==> src/rtl/morse_symbol_timer_pkg.sv <==
// Shared Morse timing types and default constants.
// Used by the symbol timer and the downstream lookup stage.
package morse_symbol_timer_pkg;

  localparam int DEF_TICK_DIV   = 50000;
  localparam int DEF_DASH_MIN   = 200;
  localparam int DEF_LETTER_GAP = 300;
  localparam int DEF_WORD_GAP   = 700;
  localparam int DEF_CNT_W      = 12;
  localparam int DEF_MAX_SYM    = 5;
  localparam int LEN_W          = 3;

  typedef enum logic [1:0] {
    S_IDLE,
    S_PRESS,
    S_GAP,
    S_WAIT_WORD
  } state_t;

endpackage

==> src/rtl/morse_tick_gen.sv <==
// Timing-tick prescaler: one-cycle tick every DIV clocks.
// Ports: clk_fast, rst_n, restart (sync phase reset), tick.
module morse_tick_gen #(
  parameter int DIV = 50000
) (
  input  logic clk_fast,
  input  logic rst_n,
  input  logic restart,
  output logic tick
);

  localparam int W = (DIV > 1) ? $clog2(DIV) : 1;
  localparam logic [W-1:0] LAST = W'(DIV - 1);
  // The restart cycle itself is phase 0 of the new interval.
  localparam logic [W-1:0] FIRST = (DIV > 1) ? W'(1) : '0;

  logic [W-1:0] cnt;

  assign tick = (cnt == LAST);

  always_ff @(posedge clk_fast or negedge rst_n) begin
    if (!rst_n) begin
      cnt <= '0;
    end else if (restart) begin
      cnt <= FIRST;
    end else if (tick) begin
      cnt <= '0;
    end else begin
      cnt <= cnt + 1'b1;
    end
  end

endmodule

==> src/rtl/morse_symbol_timer.sv <==
// Times key presses/releases into dots, dashes, letters, words.
// Ports: clk_fast, rst_n, key_db in; sym_*, letter_*, word_end out.
module morse_symbol_timer
  import morse_symbol_timer_pkg::*;
#(
  parameter int TICK_DIV   = DEF_TICK_DIV,
  parameter int DASH_MIN   = DEF_DASH_MIN,
  parameter int LETTER_GAP = DEF_LETTER_GAP,
  parameter int WORD_GAP   = DEF_WORD_GAP,
  parameter int CNT_W      = DEF_CNT_W,
  parameter int MAX_SYM    = DEF_MAX_SYM
) (
  input  logic               clk_fast,
  input  logic               rst_n,
  input  logic               key_db,
  output logic               sym_valid,
  output logic               sym_dash,
  output logic               letter_valid,
  output logic [MAX_SYM-1:0] letter_bits,
  output logic [LEN_W-1:0]   letter_len,
  output logic               letter_err,
  output logic               word_end
);

  localparam logic [CNT_W-1:0] CNT_MAX = '1;

  state_t             state;
  logic               key_d;
  logic               key_edge;
  logic               key_rise;
  logic               key_fall;
  logic               tick;
  logic [CNT_W-1:0]   cnt;
  logic [MAX_SYM-1:0] bits;
  logic [LEN_W-1:0]   len;
  logic               ovf;
  logic               is_dash;
  logic               gap_done;
  logic               word_done;

  assign key_edge  = key_db ^ key_d;
  assign key_rise  = key_edge & key_db;
  assign key_fall  = key_edge & ~key_db;
  assign is_dash   = (cnt >= CNT_W'(DASH_MIN));
  assign gap_done  = (cnt >= CNT_W'(LETTER_GAP));
  assign word_done = (cnt >= CNT_W'(WORD_GAP));

  morse_tick_gen #(
    .DIV(TICK_DIV)
  ) u_tick (
    .clk_fast(clk_fast),
    .rst_n   (rst_n),
    .restart (key_edge),
    .tick    (tick)
  );

  always_ff @(posedge clk_fast or negedge rst_n) begin
    if (!rst_n) begin
      key_d <= 1'b0;
      cnt   <= '0;
    end else begin
      key_d <= key_db;
      if (key_edge) begin
        cnt <= '0;
      end else if (tick && state != S_IDLE
                   && cnt != CNT_MAX) begin
        cnt <= cnt + 1'b1;
      end
    end
  end

  always_ff @(posedge clk_fast or negedge rst_n) begin
    if (!rst_n) begin
      state        <= S_IDLE;
      bits         <= '0;
      len          <= '0;
      ovf          <= 1'b0;
      sym_valid    <= 1'b0;
      sym_dash     <= 1'b0;
      letter_valid <= 1'b0;
      letter_bits  <= '0;
      letter_len   <= '0;
      letter_err   <= 1'b0;
      word_end     <= 1'b0;
    end else begin
      sym_valid    <= 1'b0;
      letter_valid <= 1'b0;
      word_end     <= 1'b0;
      unique case (state)
        S_IDLE: begin
          if (key_rise) state <= S_PRESS;
        end
        S_PRESS: begin
          if (key_fall) begin
            sym_valid <= 1'b1;
            sym_dash  <= is_dash;
            if (int'(len) < MAX_SYM) begin
              bits[len] <= is_dash;
              len       <= len + 1'b1;
            end else begin
              ovf <= 1'b1;
            end
            state <= S_GAP;
          end
        end
        S_GAP: begin
          // A press landing on the closing cycle starts
          // the next letter instead of being lost.
          if (gap_done) begin
            letter_valid <= 1'b1;
            letter_bits  <= bits;
            letter_len   <= len;
            letter_err   <= ovf;
            bits         <= '0;
            len          <= '0;
            ovf          <= 1'b0;
            state <= key_rise ? S_PRESS : S_WAIT_WORD;
          end else if (key_rise) begin
            state <= S_PRESS;
          end
        end
        S_WAIT_WORD: begin
          if (word_done) begin
            word_end <= 1'b1;
            state    <= key_rise ? S_PRESS : S_IDLE;
          end else if (key_rise) begin
            state <= S_PRESS;
          end
        end
        default: state <= S_IDLE;
      endcase
    end
  end

endmodule

==> config.mk <==
export PLATFORM = sky130hd
export DESIGN_NAME = morse_symbol_timer
export DESIGN_NICKNAME = d
export VERILOG_FILES = /design/src/rtl/morse_symbol_timer_pkg.sv /design/src/rtl/morse_tick_gen.sv /design/src/rtl/morse_symbol_timer.sv
export SDC_FILE = /design/constraint.sdc
export NUM_CORES = 1
export LEC_CHECK = 0
export BUFFER_PORTS_ARGS = -buffer_cell sky130_fd_sc_hd__buf_2
export CORE_UTILIZATION = 56
export CTS_BUF_LIST = sky130_fd_sc_hd__clkbuf_4 sky130_fd_sc_hd__clkbuf_8
export DETAILED_ROUTE_END_ITERATION = 8
export PLACE_DENSITY = 0.79
export SYNTH_ARGS = -nofsm -noshare
export SYNTH_HDL_FRONTEND = slang
export SYNTH_HIERARCHICAL = 1
export SYNTH_SLANG_ARGS = --single-unit
==> constraint.sdc <==
create_clock -name clk_fast -period 2.3 [get_ports clk_fast]
set_input_delay 0.23 -clock clk_fast [delete_from_list [all_inputs] [get_ports clk_fast]]
set_output_delay 0.23 -clock clk_fast [all_outputs]
set_load 0.005 [all_outputs]
==> impl_results.md, run 1 <==
* CP Capture Type: flop
* Post-synth ARST share at 1.000
* Initial drt markers at 77
* Mapped cell area at between 2000 and 3000 um2
* Seq/Total Area, Yosys at 0.5045
* Xor/xnor cell area share of the yosys netlist at 0.04998
* Final Power at about 0.0018 W
* Setup WS pre-CTS at -0.01859 ns
* Final setup fails at 0
* Post-Synthesis Mean Instance Area at 10.43 um2
* Number of fill cells at 342
* Data arrival, critical path at 2.51 ns
* Die footprint at between 4000 and 5000 um2
* Mux contribution to synthesized area at 0.06521
* Prevailing post-synth register cell: dfrtp_1
* Total gr overflow at 0
* H-tree levels at 2
* Reg clk slew, reported paths at 0.09 ns
* Slew Viols, Final at 0
* FP Rows at 24
* Complex-gate fraction of the synthesized area at 0.09519
* Slew headroom at 0.5307
* Ratio of cells with drive above 1 in the final layout at 0.2552
* Maximum clock frequency at between 0.4 and 0.5 GHz
* Drt pass-1 iters at 4
* Clock Latency Late Sink at ~0.31 ns
* Synthesis-to-layout area growth at 16.04%
* Commonest non-fill, non-tap cell in the layout: dfrtp_1
* Crit share post-route at 0.9891
* Layout Nets at 294
* Drt total wl at between 4000 and 5000 um
* Post-synth EDFFs at 0
* Post-placement cell count at 325
* Power Dens Cells at 600.1 nW/um2
* Maximum vdd drop at 0.4740 mV
* # clock sinks at between 50 and 60
* Vias in the first global route at 1888
* Clock buffer count from CTS at 5
* Initial core utilization at 0.5915
* I/O Buffers at 15
* Final core utilization at 0.6864
* Worst slew pin tran at 0.6945 ns
* Core footprint at between 4000 and 5000 um2
* Via/cell ratio at roughly 5.7
* Worst hold path class: in2reg
* Synth cell types at 48
* Yosys warnings at 6
* CP Data Required Time at 2.53 ns
* Final Non-Filler Cells at 338
* Post-detailed-route count of antenna-violating nets at 0
* Synth Area in Adders at 0.02856
* Die X at 70.52 um
* Antenna cell count at 0
* Via count at 1927
* Most frequent cells in the layout: 53 x dfrtp_1, 29 x nor2_1, 18 x nand2_1
* Maximum clock path buffer count at 2
* Die Ht at 70.52 um
* First-pass GRT wire length at 8390 um
* Worst Setup Path Type: reg2reg
* FF+latch count, synth at 53
* CTS tree: yes
* Initial antenna violation count at 0
* Dpl hpwl at 3308 um
* Largest net degree at the start of global routing at 54
* GRT Total Usage at 0.2162
* CP max stage cell: or4b_4
* Placer Congestion at 0.8097
* Area of the multi-input gates at 1282 um2
* DRC Markers at 0
* Worst-path cell chain: or4b_4 -> nor4_4 -> o21a_2 -> o31ai_4 -> or4_1 -> a21oi_1
* Pleak at 1.393 nW
* Sequential cell area at 1326 um2
* Worst setup margin at 0.02517 ns
* Crit start category: flop
* Cells after Synth at around 250
* CTS Root Buffer Type: clkbuf_8
* Max-cap violations at 0
* Post-Syn Nets at roughly 260
* CP max stage delay at 0.55 ns
* Post-DR wirelength/cell at around 14 um
* Io pins at 16
* Outcome: finished clean
* Fin crit period at 2.275 ns
* Largest family of logic cells by synthesized area: simple AND/OR/NAND/NOR gates
* Final setup skew at 0.007108 ns
* RSZ-0062 raised after global routing: yes
* Final Hold Viols at 0
* Worst-path fanout max at 5
* Post-synthesis simple-gate area fraction at 0.2170
==> area by class of cell <==
| class | instances | share of cell area |
|---|---|---|
| multi-input cells | 177 | 0.4204 |
| repair buffers | 33 | 0.07506 |
| inverters | 15 | 0.01846 |
| clock buffers | 5 | 0.02256 |
| well taps | 52 | 0.02133 |
| flip-flops and latches | 53 | 0.4348 |
| clock inverters | 3 | 0.007383 |
==> power by group <==
group / total, W / internal (W) / switching (W)
clock network: 0.000525 / 0.000216 / 0.000309
registers: 0.00107 / 0.000989 / 0.0000847
logic: 0.000232 / 0.0000971 / 0.000135
==> Yosys cell counts (4+ instances only) <==
master / number / area (um2)
nand3_1: 10 / 50.05
nand2_1: 18 / 67.56
ha_1: 6 / 75.07
mux2_2: 9 / 101.4
nand3b_1: 4 / 30.03
nor3_1: 5 / 25.02
nand4_1: 8 / 50.05
nor2_1: 29 / 108.9
o21ai_0: 9 / 45.04
nor4_1: 7 / 43.79
inv_1: 14 / 52.55
mux2i_1: 7 / 70.07
xnor2_1: 13 / 113.9
dfrtp_1: 53 / 1326
a21oi_1: 10 / 50.05
==> per-layer routing <==
layer  vias to the layer above  global-route usage  share of wire
met5                         -                   0              0
li1                        968                   -              -
met4                         0             0.09524          0.019
met2                        24              0.3560           0.49
met3                         7             0.04329          0.024
met1                       928              0.2786           0.46
==> what timing repair did <==
item,in CTS,in global routing
gates cloned,0,1
resized for setup,1,15
endpoints found under the setup margin,2,13
endpoints found under the hold margin,53,0
hold buffers,1,0
pin swaps,2,9
setup buffers,3,0
==> flip-flops by register name, summed over array words and instances (netlist names) <==
name and count:
cnt 12, state 2, letter_valid 1, word_end 1, ovf 1, bits 5
letter_len 3, len 3, u_tick/cnt 16, letter_err 1, sym_valid 1, letter_bits 5
key_d 1, sym_dash 1
==> final timing paths <==
check | cells past startpoint | start | slack (ns) | endpoint
setup / recovery | 6 | u_tick/cnt[4] | 0.03 | cnt[9]
hold / removal | 1 | key_db | 0.06 | key_d
setup reg to reg | 6 | u_tick/cnt[4] | 0.03 | cnt[9]
hold reg to reg | 2 | sym_dash | 0.49 | sym_dash
max in group asynchronous | 3 | rst_n | 1.63 | u_tick/cnt[2]
min in group asynchronous | 3 | rst_n | 0.43 | u_tick/cnt[12]
==> per-stage QoR <==
stage               hold slack (ns)  cell area [um2]   TNS, ns
floorplan                  -0.06559             2629         0
global placement             0.2431             2845         0
detailed placement           0.2420             2845  -0.01859
CTS                         0.05189             2973         0
global route                0.06140             3050   -0.2204
finish                      0.05631             3050         0
==> critical path, delay by kind of cell, from the launching register on <==
family             cells  cell delay, ns
DFF                    1            0.40
and+or+nand+nor        3            1.32
AOI/OAI and AO/OA      3            0.49
==> cell families (layout without fill, tap and decap cells) <==
kind of cell    Yosys count  count (layout)
xor+xnor                 15              15
compound gates           37              38
fa+ha+maj                 6               6
simple gates            102             102
buf+inv                  23              56
mux                      16              16
flops                    53              53
No activity file was read; power rests on OpenSTA's default activity.
==> inputs of run 2 (changes only) <==
--- a/config.mk
+++ b/config.mk
@@ -9,7 +9,7 @@
 export CORE_UTILIZATION = 56
 export CTS_BUF_LIST = sky130_fd_sc_hd__clkbuf_4 sky130_fd_sc_hd__clkbuf_8
 export DETAILED_ROUTE_END_ITERATION = 8
-export PLACE_DENSITY = 0.79
+export PLACE_DENSITY = 0.76
 export SYNTH_ARGS = -nofsm -noshare
 export SYNTH_HDL_FRONTEND = slang
 export SYNTH_HIERARCHICAL = 1
==> run 2 against run 1 <==
Against the previous run:
- the flow now finishes with violations (negative setup slack)
- maximum frequency fell by 2.4%
- sequential share of layout area fell by 0.27 points
- final area rose by 0.61%
- critical path depth did not move
- die area did not move
- total power rose by 6.0%
- clock-buffer cell count did not move
- worst hold slack improved by 0.0045 ns
- sequential power barely moved
- flip-flop and latch count did not move
- global-route usage rose by 1.0 points
- wire length rose by 6.3%
==> impl_results.md, run 2 (synthesis gave the netlist of run 1 again) <==
* Ratio of cells with drive above 1 in the final layout at 0.2646 (+0.009360)
* Maximum vdd drop at 0.4192 mV (-12%)
* Layout Nets at 299 (+1.7%)
* Die footprint at 4972 um2 (unchanged)
* Final Hold Viols at 0 (unchanged)
* CP Capture Type: flop
* Final Power at 0.001941 W (+6.0%)
* Failing checks: negative setup slack
* Clock Latency Late Sink at 0.31 ns (about the same)
* Io pins at 16 (unchanged)
* Die Ht at 70.52 um (unchanged)
* Setup WS pre-CTS at 0.002292 ns (+0.02088 ns)
* Max-cap violations at 0 (unchanged)
* Critical Path Source: u_tick/cnt[11]
* Power Dens Cells at 632.4 nW/um2 (+5.4%)
* Crit share post-route at 1.013 (+0.02434)
* Fin crit period at 2.331 ns (+0.05597 ns)
* CP Data Required Time at 2.53 ns (about the same)
* H-tree levels at 2 (unchanged)
* GRT Total Usage at 0.2262 (+0.009997)
* Initial drt markers at 109 (+42%)
* CTS tree: yes
* CTS Root Buffer Type: clkbuf_8
* Hold depth at 1 (unchanged)
* Clock buffer count from CTS at 5 (unchanged)
* Vias in the first global route at 1929 (+2.2%)
* Die X at 70.52 um (unchanged)
* Final setup fails at 4 (+4)
* Maximum clock path buffer count at 2 (unchanged)
* CP max stage cell: or4b_4
* RSZ-0062 raised after global routing: yes
* Most frequent cells in the layout: 53 x dfrtp_1, 29 x nor2_1, 22 x buf_4
* Hold Startpoint: key_db
* DRC Markers at 0 (unchanged)
* Slew headroom at 0.3078 (-0.2229)
* Drt total wl at 5202 um (+6.3%)
* CP max stage delay at 0.54 ns (about the same)
* Synthesis-to-layout area growth at 16.75%
* Via count at 1989 (+3.2%)
* Core footprint at 4444 um2 (unchanged)
* Worst-path cell chain: or4b_4 -> nor4_4 -> o21a_1 -> o31ai_4 -> or4_4 -> a21oi_2
* Largest register FFs at 16 (unchanged)
* Antenna cell count at 0 (unchanged)
* Pleak at 1.402 nW (+0.66%)
* Worst hold path class: in2reg
* Commonest non-fill, non-tap cell in the layout: dfrtp_1
* Crit start category: flop
* # clock sinks at 53 (unchanged)
* FP Rows at 24 (unchanged)
* Post-detailed-route count of antenna-violating nets at 0 (unchanged)
* Maximum clock frequency at 0.4290 GHz (-2.4%)
* Outcome: finished with violations
* Top reg by flops: u_tick/cnt
* I/O Buffers at 15 (unchanged)
* Initial antenna violation count at 0 (unchanged)
* Largest net degree at the start of global routing at 31 (-43%)
* Worst setup margin at -0.03081 ns (-0.05597 ns)
* Worst slew pin tran at 1.035 ns (+0.3405 ns)
* Worst R2R Start: u_tick/cnt[11]
* Dpl hpwl at 3417 um (+3.3%)
* Drt pass-1 iters at 4 (unchanged)
* Slew Viols, Final at 0 (unchanged)
* Initial core utilization at 0.5915 (unchanged)
* First-pass GRT wire length at 8659 um (+3.2%)
* Total gr overflow at 0 (unchanged)
* Worst-path fanout max at 6 (+1)
* Placer Congestion at 0.8270 (+2.1%)
* Biggest regs: u_tick/cnt (16), cnt (12)
* Data arrival, critical path at 2.56 ns (+0.05 ns)
* Reg clk slew, reported paths at 0.09 ns (about the same)
* Post-DR wirelength/cell at 15.17 um (+4.8%)
* Via/cell ratio at 5.799 (+1.7%)
* Final setup skew at 0.01047 ns (+0.003360 ns)
* R2R depth at 6 (unchanged)
* Worst Setup Path Type: reg2reg
run 2: cell count changes in the layout (fill, tap and decap cells not counted), moves of 2 or more:
| cell | before | now |
|---|---|---|
| buf_4 | 15 | 22 |
| or3_4 | 4 | 1 |
| clkinv_4 | 2 | 0 |
| or3_2 | 1 | 3 |
run 2: area by class of cell:
class                      instances  area (um2)
inverter                          15       56.30
fill                             355        1375
timing repair buffer              38       250.2
tap                               52       65.06
multi-input combinational        177        1259
clock buffer                       5       68.82
clock inverter                     3       43.79
sequential                        53        1326
run 2: routing by layer:
metal	track usage	routed length, um
met2	0.3786	2620
met5	0	0
met4	0.09070	68
met3	0.05628	174
met1	0.2824	2339
run 2: path summary, 6_finish.rpt:
| path | slack, ns | endpoint |
|---|---|---|
| worst max-delay path | -0.03 | cnt[9] |
| worst min-delay path | 0.06 | key_d |
| worst max register to register | -0.03 | cnt[9] |
| worst min register to register | 0.49 | sym_dash |
| max in group asynchronous | 1.55 | bits[2] |
| min in group asynchronous | 0.44 | cnt[11] |
run 2: timing repair:
action,4_1_cts,5_1_grt
hold buffers,1,0
gates cloned,1,0
pin swaps,3,6
setup endpoints to repair,2,11
buffers inserted,5,1
hold endpoints to repair,53,0
resized for setup,2,7
run 2: power breakdown:
| group | internal [W] | total (W) | switching, W |
|---|---|---|---|
| logic | 0.0000962 | 0.000231 | 0.000134 |
| clock network | 0.000326 | 0.000633 | 0.000307 |
| registers | 0.000989 | 0.00108 | 0.0000884 |
run 2: metrics by stage:
stage / hold WS [ns] / instance area, um2 / util / cells / TNS (ns)
2_1_floorplan: -0.06559 / 2629 / - / 252 / 0
3_3_place_gp: 0.2361 / 2848 / 0.6408 / 327 / 0
3_5_place_dp: 0.2370 / 2848 / 0.6408 / 327 / 0
4_1_cts: 0.04940 / 3029 / 0.6816 / 342 / 0
5_1_grt: 0.04680 / 3069 / 0.6906 / 343 / -0.6807
6_report: 0.06085 / 3069 / 0.6906 / 343 / -0.04522
run 2: critical path, delay by kind of cell, from the launching register on:
kind / cells / cell delay, ns
AOI/OAI and AO/OA: 3 / 0.56
and+or+nand+nor: 3 / 1.31
DFF: 1 / 0.39
==> inputs of run 3 (changes only) <==
--- a/config.mk
+++ b/config.mk
@@ -6,10 +6,9 @@
 export NUM_CORES = 1
 export LEC_CHECK = 0
 export BUFFER_PORTS_ARGS = -buffer_cell sky130_fd_sc_hd__buf_2
-export CORE_UTILIZATION = 56
-export CTS_BUF_LIST = sky130_fd_sc_hd__clkbuf_4 sky130_fd_sc_hd__clkbuf_8
+export CORE_UTILIZATION = 54
 export DETAILED_ROUTE_END_ITERATION = 8
-export PLACE_DENSITY = 0.76
+export PLACE_DENSITY = 0.74
 export SYNTH_ARGS = -nofsm -noshare
 export SYNTH_HDL_FRONTEND = slang
 export SYNTH_HIERARCHICAL = 1
==> run 3 against run 2 <==
Against the previous run:
- the run now ends clean
- final area fell by 1.3%
- via count is 1.3% lower
- clock-buffer cell count unchanged
- setup slack improved by 0.078 ns
- total power is 5.5% lower
- global-route usage down 1.6 points
- clock power is 17% lower
- die area rose by 3.6%
- non-clock buffer count down 1
- critical path depth is 1 higher
- first-iteration DRC count decreased by 25%
- clock skew barely moved
- highest routed layer unchanged
==> impl_results.md, run 3 (synthesis gave the netlist of run 1 again) <==
* Met2 WL at 2427 um (-7.4%)
* Initial core utilization at 0.5603 (-0.03123)
* Maximum clock frequency at 0.4439 GHz (+3.5%)
* Final setup skew at 0.01034 ns (-0.0001263 ns)
* Vias in the first global route at 1874 (-2.9%)
* Maximum vdd drop at 0.4257 mV (+1.6%)
* Outcome: finished clean
* DR top layer: met4
* Layout Nets at 298 (-0.33%)
* Met3 wire length at 163 um (-6.3%)
* Drt total wl at 4974 um (-4.4%)
* Die X at 71.77 um (+1.8%)
* Clock Latency Late Sink at 0.31 ns (about the same)
* Final Hold Viols at 0 (unchanged)
* Total gr overflow at 0 (unchanged)
* # clock sinks at 53 (unchanged)
* Final Power at 0.001835 W (-5.5%)
* Max-cap violations at 0 (unchanged)
* Antenna cell count at 0 (unchanged)
* Critical path's most frequent cell: o21a_1
* Biggest regs: u_tick/cnt (16), cnt (12)
* CP Data Required Time at 2.50 ns (-0.03 ns)
* CTS Root Buffer Type: clkbuf_8
* DRC Markers at 0 (unchanged)
* FP Rows at 25 (+4.2%)
* Power Dens Cells at 605.7 nW/um2 (-4.2%)
* CTS tree: yes
* Top reg by flops: u_tick/cnt
* Post-Route M1 WL at 2304 um (-1.5%)
* Clock buffer count from CTS at 5 (unchanged)
* Largest register FFs at 16 (unchanged)
* Synthesis-to-layout area growth at 15.23%
* Die Ht at 71.77 um (+1.8%)
* Final setup fails at 0 (-4)
* CP Buf/Inv Count at 1 (+1)
* Pleak at 1.382 nW (-1.4%)
* Drt pass-1 iters at 4 (unchanged)
* Crit path max-delay family: compound AO/OA/AOI/OAI gates
* I/O Buffers at 15 (unchanged)
* Data arrival, critical path at 2.45 ns (-0.11 ns)
* Ratio of cells with drive above 1 in the final layout at 0.2483 (-0.01633)
* Slew headroom at 0.3116 (+0.003828)
* Worst Setup Path Type: reg2reg
* Commonest non-fill, non-tap cell in the layout: dfrtp_1
* Via/cell ratio at 5.706 (-1.6%)
* Via count at 1963 (-1.3%)
* Worst-path cell chain: or4b_4 -> nor4_4 -> o21a_1 -> o31ai_2 -> buf_4 -> o31a_1 -> o21a_1
* Slew Viols, Final at 0 (unchanged)
* Maximum clock path buffer count at 2 (unchanged)
* Dpl hpwl at 3469 um (+1.5%)
* Worst-path fanout max at 6 (unchanged)
* Largest net degree at the start of global routing at 54 (+74%)
* Worst hold path class: in2reg
* Post-DR wirelength/cell at 14.46 um (-4.7%)
* Core footprint at 4692 um2 (+5.6%)
* Io pins at 16 (unchanged)
* First-pass GRT wire length at 8452 um (-2.4%)
* Reg clk slew, reported paths at 0.09 ns (about the same)
* Setup TNS at 0 ns (+0.04522 ns)
* CP Capture Type: flop
* Most frequent cells in the layout: 53 x dfrtp_1, 29 x nor2_1, 20 x buf_4
* Crit share post-route at 0.9795 (-0.03389)
* Fin crit period at 2.253 ns (-0.07795 ns)
* CP max stage delay at 0.55 ns (about the same)
* Die footprint at 5151 um2 (+3.6%)
* Initial antenna violation count at 0 (unchanged)
* CP max stage cell: or4b_4
* H-tree levels at 2 (unchanged)
* Final core utilization at 0.6456 (-0.04500)
* Post-detailed-route count of antenna-violating nets at 0 (unchanged)
* Initial drt markers at 82 (-25%)
* Crit start category: flop
* GRT Total Usage at 0.2104 (-0.01578)
* RSZ-0062 raised after global routing: yes
* Worst hold margin at 0.06487 ns (+0.004019 ns)
* Placer Congestion at 0.8324 (+0.65%)
* Worst slew pin tran at 1.029 ns (-0.005724 ns)
run 3: where the power goes:
part	switching, W	internal (W)	leakage, nW
Clock	0.000309	0.000216	0.0445
Sequential	0.0000869	0.000989	0.715
Combinational	0.000135	0.0000986	0.622
Total	0.000531	0.00130	1.38
run 3: timing repair:
item / 4_1_cts / 5_1_grt
setup endpoints to repair: 2 / 5
resized for setup: 1 / 4
endpoints found under the hold margin: 53 / 0
pin swaps: 1 / 7
hold buffers: 1 / 0
setup buffers: 1 / 4
cloned: 0 / 1
run 3: stage by stage:
| step | cell area (um2) | std cells | worst slack (ns) |
|---|---|---|---|
| floorplan | 2629 | 252 | 0.06412 |
| global placement | 2863 | 329 | 0.07087 |
| detailed placement | 2863 | 329 | -0.0009024 |
| CTS | 2974 | 339 | 0.001412 |
| global route | 3029 | 344 | -0.02789 |
| finish | 3029 | 344 | 0.04714 |
run 3: final timing paths:
kind	to	from	slack, ns	cells after the start
worst max-delay path	cnt[6]	u_tick/cnt[7]	0.05	7
worst min-delay path	key_d	key_db	0.06	1
worst max register to register	cnt[6]	u_tick/cnt[7]	0.05	7
worst min register to register	sym_dash	sym_dash	0.48	2
max in group asynchronous	u_tick/cnt[7]	rst_n	1.61	3
min in group asynchronous	len[2]	rst_n	0.44	3
run 3: area by class of cell:
type / count / area, um2
Timing Repair Buffer: 37 / 255.2
Clock buffer: 5 / 68.82
Clock inverter: 3 / 21.27
Sequential cell: 53 / 1326
Multi-Input combinational cell: 177 / 1234
Inverter: 15 / 56.30
Tap cell: 54 / 67.56
Fill cell: 384 / 1663
run 3: layer usage:
metal	up-vias	GRT usage
li1	972	-
met1	947	0.2802
met2	33	0.3407
met3	11	0.04219
met4	0	0.08061
met5	-	0
